## src/rtl/shared_reg_pkg.sv

```systemverilog
// Shared types and helpers for the shared-register arbiter family.
// Combinational only: holds the FSM state type, the lock limit and the round-robin pick function.
// No flow control of its own.
package shared_reg_pkg;

    localparam int MAX_REQ  = 8;
    localparam int LOCK_MAX = 16;

    typedef enum logic {
        IDLE  = 1'b0,
        GRANT = 1'b1
    } state_t;

    // First set req bit at or after ptr, searching upward and wrapping at n.
    function automatic logic [2:0] rr_pick(
        input logic [MAX_REQ-1:0] req,
        input logic [2:0]         ptr,
        input int                 n = MAX_REQ
    );
        logic [2:0] win;
        int         idx;
        win = '0;
        for (int off = MAX_REQ - 1; off >= 0; off--) begin
            if (off < n) begin
                idx = int'(ptr) + off;
                if (idx >= n) idx = idx - n;
                if (req[3'(idx)]) win = 3'(idx);
            end
        end
        return win;
    endfunction

endpackage

```

## src/rtl/shared_reg_arbiter_rr_picker.sv

```systemverilog
// Round-robin priority encoder: first requester at or after ptr, with wrap.
// Latency: purely combinational, zero cycles.
// Backpressure: none; valid simply reports that some request is present.
module rr_picker
    import shared_reg_pkg::*;
#(
    parameter int N_REQ = 4,
    parameter int PTR_W = $clog2(N_REQ)
) (
    input  logic [N_REQ-1:0] req,
    input  logic [PTR_W-1:0] ptr,
    output logic [PTR_W-1:0] winner,
    output logic             valid
);

    assign winner = PTR_W'(rr_pick(MAX_REQ'(req), 3'(ptr), N_REQ));
    assign valid  = |req;

endmodule

```

## src/rtl/shared_reg_arbiter.sv

```systemverilog
// Round-robin arbiter sequencing N_REQ writers into one shared register (optional lock: SHARED_REG_LOCK_EN).
// Latency: gnt one edge after req is sampled in IDLE, q and wr_done one edge later; back-to-back 1 write/cycle.
// Backpressure: requesters hold req/wdata until their gnt bit is seen, then drop req.
module shared_reg_arbiter
    import shared_reg_pkg::*;
#(
    parameter int N_REQ = 4,
    parameter int WIDTH = 8,
    parameter int PTR_W = $clog2(N_REQ)
) (
    input  logic                   clk,
    input  logic                   rst,
    input  logic [N_REQ-1:0]       req,
    input  logic [N_REQ*WIDTH-1:0] wdata,
`ifdef SHARED_REG_LOCK_EN
    input  logic [N_REQ-1:0]       lock,
`endif
    output logic [N_REQ-1:0]       gnt,
    output logic [PTR_W-1:0]       gnt_id,
    output logic                   wr_done,
    output logic [WIDTH-1:0]       q,
    output logic [WIDTH-1:0]       qbar,
    output logic                   busy
);

    state_t           state;
    state_t           state_nxt;
    logic             armed;
    logic [PTR_W-1:0] ptr;
    logic [PTR_W-1:0] ptr_nxt;
    logic [PTR_W-1:0] gnt_id_nxt;
    logic [PTR_W-1:0] gnt_inc;
    logic [PTR_W-1:0] pick_ptr;
    logic [PTR_W-1:0] pick_win;
    logic [N_REQ-1:0] pick_req;
    logic [N_REQ-1:0] gnt_nxt;
    logic             pick_vld;
    logic             load;
    logic             lock_keep;
    logic [WIDTH-1:0] wd_arr [N_REQ];
    logic [WIDTH-1:0] wsel;

    for (genvar i = 0; i < N_REQ; i++) begin : g_wd
        assign wd_arr[i] = wdata[i*WIDTH +: WIDTH];
    end
    assign wsel = wd_arr[gnt_id];

    assign gnt_inc = (gnt_id == PTR_W'(N_REQ - 1)) ? '0 : gnt_id + 1'b1;

    // In GRANT the current grantee is masked out and the search starts just past it.
    assign pick_req = (state == GRANT) ? (req & ~gnt) : req;
    assign pick_ptr = (state == GRANT) ? gnt_inc : ptr;

    rr_picker #(
        .N_REQ (N_REQ),
        .PTR_W (PTR_W)
    ) u_pick (
        .req    (pick_req),
        .ptr    (pick_ptr),
        .winner (pick_win),
        .valid  (pick_vld)
    );

`ifdef SHARED_REG_LOCK_EN
    logic [3:0] lock_cnt;

    // lock_cnt counts writes already made in the current locked run.
    assign lock_keep = (state == GRANT) && lock[gnt_id] && req[gnt_id] &&
                       (lock_cnt != 4'(LOCK_MAX - 1));

    always_ff @(posedge clk or negedge rst) begin
        if (!rst) begin
            lock_cnt <= '0;
        end else begin
            lock_cnt <= lock_keep ? lock_cnt + 4'd1 : '0;
        end
    end
`else
    assign lock_keep = 1'b0;
`endif

    // armed delays the first possible grant to the second edge after reset release.
    always_ff @(posedge clk or negedge rst) begin
        if (!rst) begin
            state   <= IDLE;
            armed   <= 1'b0;
            ptr     <= '0;
            gnt     <= '0;
            gnt_id  <= '0;
            busy    <= 1'b0;
            wr_done <= 1'b0;
        end else begin
            state   <= state_nxt;
            armed   <= 1'b1;
            ptr     <= ptr_nxt;
            gnt     <= gnt_nxt;
            gnt_id  <= gnt_id_nxt;
            busy    <= (state_nxt == GRANT);
            wr_done <= load;
        end
    end

    always_comb begin
        state_nxt = state;
        case (state)
            IDLE:    if (armed && pick_vld) state_nxt = GRANT;
            GRANT:   if (!lock_keep && !pick_vld) state_nxt = IDLE;
            default: state_nxt = IDLE;
        endcase
    end

    always_comb begin
        gnt_id_nxt = gnt_id;
        ptr_nxt    = ptr;
        load       = 1'b0;
        case (state)
            IDLE: begin
                if (state_nxt == GRANT) gnt_id_nxt = pick_win;
            end
            GRANT: begin
                load = 1'b1;
                if (!lock_keep) begin
                    ptr_nxt = gnt_inc;
                    if (pick_vld) gnt_id_nxt = pick_win;
                end
            end
            default: ;
        endcase
        gnt_nxt = '0;
        if (state_nxt == GRANT) gnt_nxt = N_REQ'(1) << gnt_id_nxt;
    end

    always_ff @(posedge clk or negedge rst) begin
        if (!rst) begin
            q <= '0;
        end else if (load) begin
            q <= wsel;
        end
    end

    assign qbar = ~q;

endmodule

```

## config.mk

```make
export PLATFORM = sky130hd
export DESIGN_NAME = shared_reg_arbiter
export DESIGN_NICKNAME = d
export VERILOG_FILES = /design/src/rtl/shared_reg_pkg.sv /design/src/rtl/shared_reg_arbiter_rr_picker.sv /design/src/rtl/shared_reg_arbiter.sv
export SDC_FILE = /design/constraint.sdc
export NUM_CORES = 1
export LEC_CHECK = 0
export BUFFER_PORTS_ARGS = -buffer_cell sky130_fd_sc_hd__buf_2
export CAP_MARGIN = 20
export CORE_MARGIN = 4
export CORE_UTILIZATION = 35
export CTS_CLUSTER_DIAMETER = 150
export CTS_CLUSTER_SIZE = 10
export DETAILED_ROUTE_END_ITERATION = 8
export GPL_ROUTABILITY_DRIVEN = 0
export PLACE_DENSITY = 0.62
export SLEW_MARGIN = 20
export SYNTH_ARGS = -nofsm -noshare
export SYNTH_HDL_FRONTEND = slang
export SYNTH_SLANG_ARGS = --single-unit
```

## constraint.sdc

```tcl
create_clock -name clk -period 5.8 [get_ports clk]
set_input_delay 0.29 -clock clk [delete_from_list [all_inputs] [get_ports clk]]
set_output_delay 0.29 -clock clk [all_outputs]
set_load 0.01 [all_outputs]
```

==> run metrics <==
vias in the first global route=1104; Reg clk slew, reported paths=0.11 ns; crit path from=state$_DFF_PN0_; Max Slew Vio Count=0; worst path bufs/invs=1; # rows=21; via-per-instance ratio=5.19; routed wl met2=1480 µm; Final Power=0.000875 W; crit-path leading delay family=flip-flops; Detailed Routing Iterations Pass 1=4; DRC violations left=0; Setup violations, final=0; area leader, netlist=dfrtp_1; DR WL met3=327 µm; area share of the largest cell type after synthesis=38.7%; die span in x=67.2 µm; sum of negative setup slack=0 ns; Max Used Layer=met4; crit path time final=2.77 ns; # port buffers=61; worst reg-to-reg path cell count=7; ANT cells=0; crit-path max FO=30; CTS tree=done; reg2reg end=gnt[0]$_DFF_PN0_; post_cts resized=0; Syn Nets=159; Final Cycle Share=47.8%; commonest non-fill, non-tap cell in the layout=buf_2; CP Class=flip-flop to flip-flop; fraction of layout cells with a size suffix above 1=47.2%; Die H=67.2 µm; first-pass GRT wire length=4850 µm; RSZ-0062 raised after global routing=no; critical path depth=7; maxcap violations=0; crit-path cells=or3b_4 > and2_4 > clkinv_4 > ha_1 > mux4_2 > o311ai_1 > a21oi_1; die area=0.00452 mm²; clk_lat worst skew=0.30 ns; final core utilization=47.0%; critical path launch point type=flip-flop; CTS H-tree lvls=1; root buf cell=clkbuf_4; Area Overhead vs Synth=28.8%; Final Hold Viols=0; hold_ws=0.423 ns; r2r setup slk=3.03 ns; worst hold path class=primary input to flip-flop; syn_area_per_cell=10.3 µm²; CP max-delay cell=dfrtp_1; worst slew pin tran=0.804 ns; register area share after synthesis=38.7%; critical path required time=5.98 ns; Hold Startpoint=wdata[20]; Slew headroom=46.4%; Fin Clk Skew=0.00393 ns; Fillers=353; # nets final=219; dpl hpwl=2480 µm; Netlist cell types=40; Hold Path Sink=q[4]$_DFFE_PN0P_; Design Area, Final=0.00158 mm²; flops & latches, synth=19; post-route ant nets=0; Vias=1163; dpl cell area=0.00154 mm²; total CTS buffers=3; Max Freq=361 MHz; Cell Pwr Density=554 mW/mm²; post-synthesis instance total=119; # clock sinks=19; Synthesis Warnings=0; outcome=complete, no violations; most frequent cells in the layout=61 x buf_2, 19 x dfrtp_1, 13 x nand2_1; post-synthesis cell area=0.00123 mm²; largest net degree at the start of global routing=31; Synth area leaders=dfrtp_1 39%, mux4_2 17%, nand2_1 4.0%; GR Overflow Total=0; Worst EP arrival=2.95 ns; # IOs=62; Max Buffers Root-to-Sink=2; r2r startpoint=state$_DFF_PN0_; footprint of the multi-input gates=659 µm²; Core ar.=0.00336 mm²; M1 WL=1260 µm; CP max stage delay=0.88 ns; LEAKAGE=0.777 nW; Most used DFF post-synth=dfrtp_1; Initial DRC Count=42; Critical Path End Type=flip-flop; peak supply drop=0.138 mV; WHS Path Cells=4; Initial Util=36.5%; initial antenna violation count=0; register area=475 µm²; total wire length=3110 µm; gr usage total=14.0%; Post-synth EDFFs=0; wire length per cell=13.9 µm; fraction of registers with async set/reset=100%
[final cells by class]
class / count / share of cell area, %
Clock buffer: 3 / 1.42
Clock inverter: 1 / 0.316
Inverter: 11 / 2.93
Multi-Input combinational cell: 82 / 41.7
Sequential cell: 19 / 30.1
Tap cell: 46 / 3.64
Timing Repair Buffer: 62 / 19.9
[where the power goes]
group / internal (W) / switching (W)
sequential: 0.000192 / 0.0000673
clock: 0.0000257 / 0.0000426
combinational: 0.000261 / 0.000287
[flip-flops by register name (all words and copies together), names as in the netlist]
| name | cells |
|---|---|
| gnt_id | 2 |
| armed | 1 |
| ptr | 2 |
| wr_done | 1 |
| q | 8 |
| state | 1 |
| gnt | 4 |
[cell families after synthesis]
group	Yosys count	synth area share (%)
compound gates	38	21.2
fa+ha+maj	2	2.04
buf+inv	18	7.54
flops	19	38.7
mux	10	17.4
other cells	1	0.306
simple gates	31	12.7
[stage by stage]
stage	worst slack, ns	cells
floorplan	3.41	119
global placement	3.10	219
detailed placement	3.02	219
CTS	2.99	224
global route	2.85	224
finish	3.03	224
[worst max-delay path by stage]
stage                            end  slack [ns]
detailed placement  gnt[0]$_DFF_PN0_        3.02
global placement    gnt[0]$_DFF_PN0_        3.10
floorplan           gnt[0]$_DFF_PN0_        3.41
global route        gnt[3]$_DFF_PN0_        2.85
finish              gnt[0]$_DFF_PN0_        3.03
CTS                 gnt[0]$_DFF_PN0_        2.99
[layer usage]
layer	vias up	GRT usage, %
met5	-	0
met4	0	6.58
met3	4	3.16
met2	55	25.0
met1	548	15.7
li1	556	-
[timing repair]
item / CTS / global route
endpoints found under the hold margin: 19 / 0
hold buffers: 1 / 0
setup buffers: 0 / 0
[synth_stat cells (all sizes together) (2+ instances only)]
master and n:
dfrtp 19, o21ai 13, nor2 4, a21bo 3
a31oi 2, mux4 9, and2 2, o211ai 2
inv 10, buf 5, a21oi 6, a21boi 5
nand3 2, nor3 4, clkbuf 2, ha 2
nand2 13
[worst register-to-register path, cell delays in order (launching register included)]
cell and delay [ns]:
dfrtp_1 0.88, or3b_4 0.47, and2_4 0.21, clkinv_4 0.08
ha_1 0.24, mux4_2 0.32, o311ai_1 0.32, a21oi_1 0.12
No activity file was read; power rests on OpenSTA's default activity.
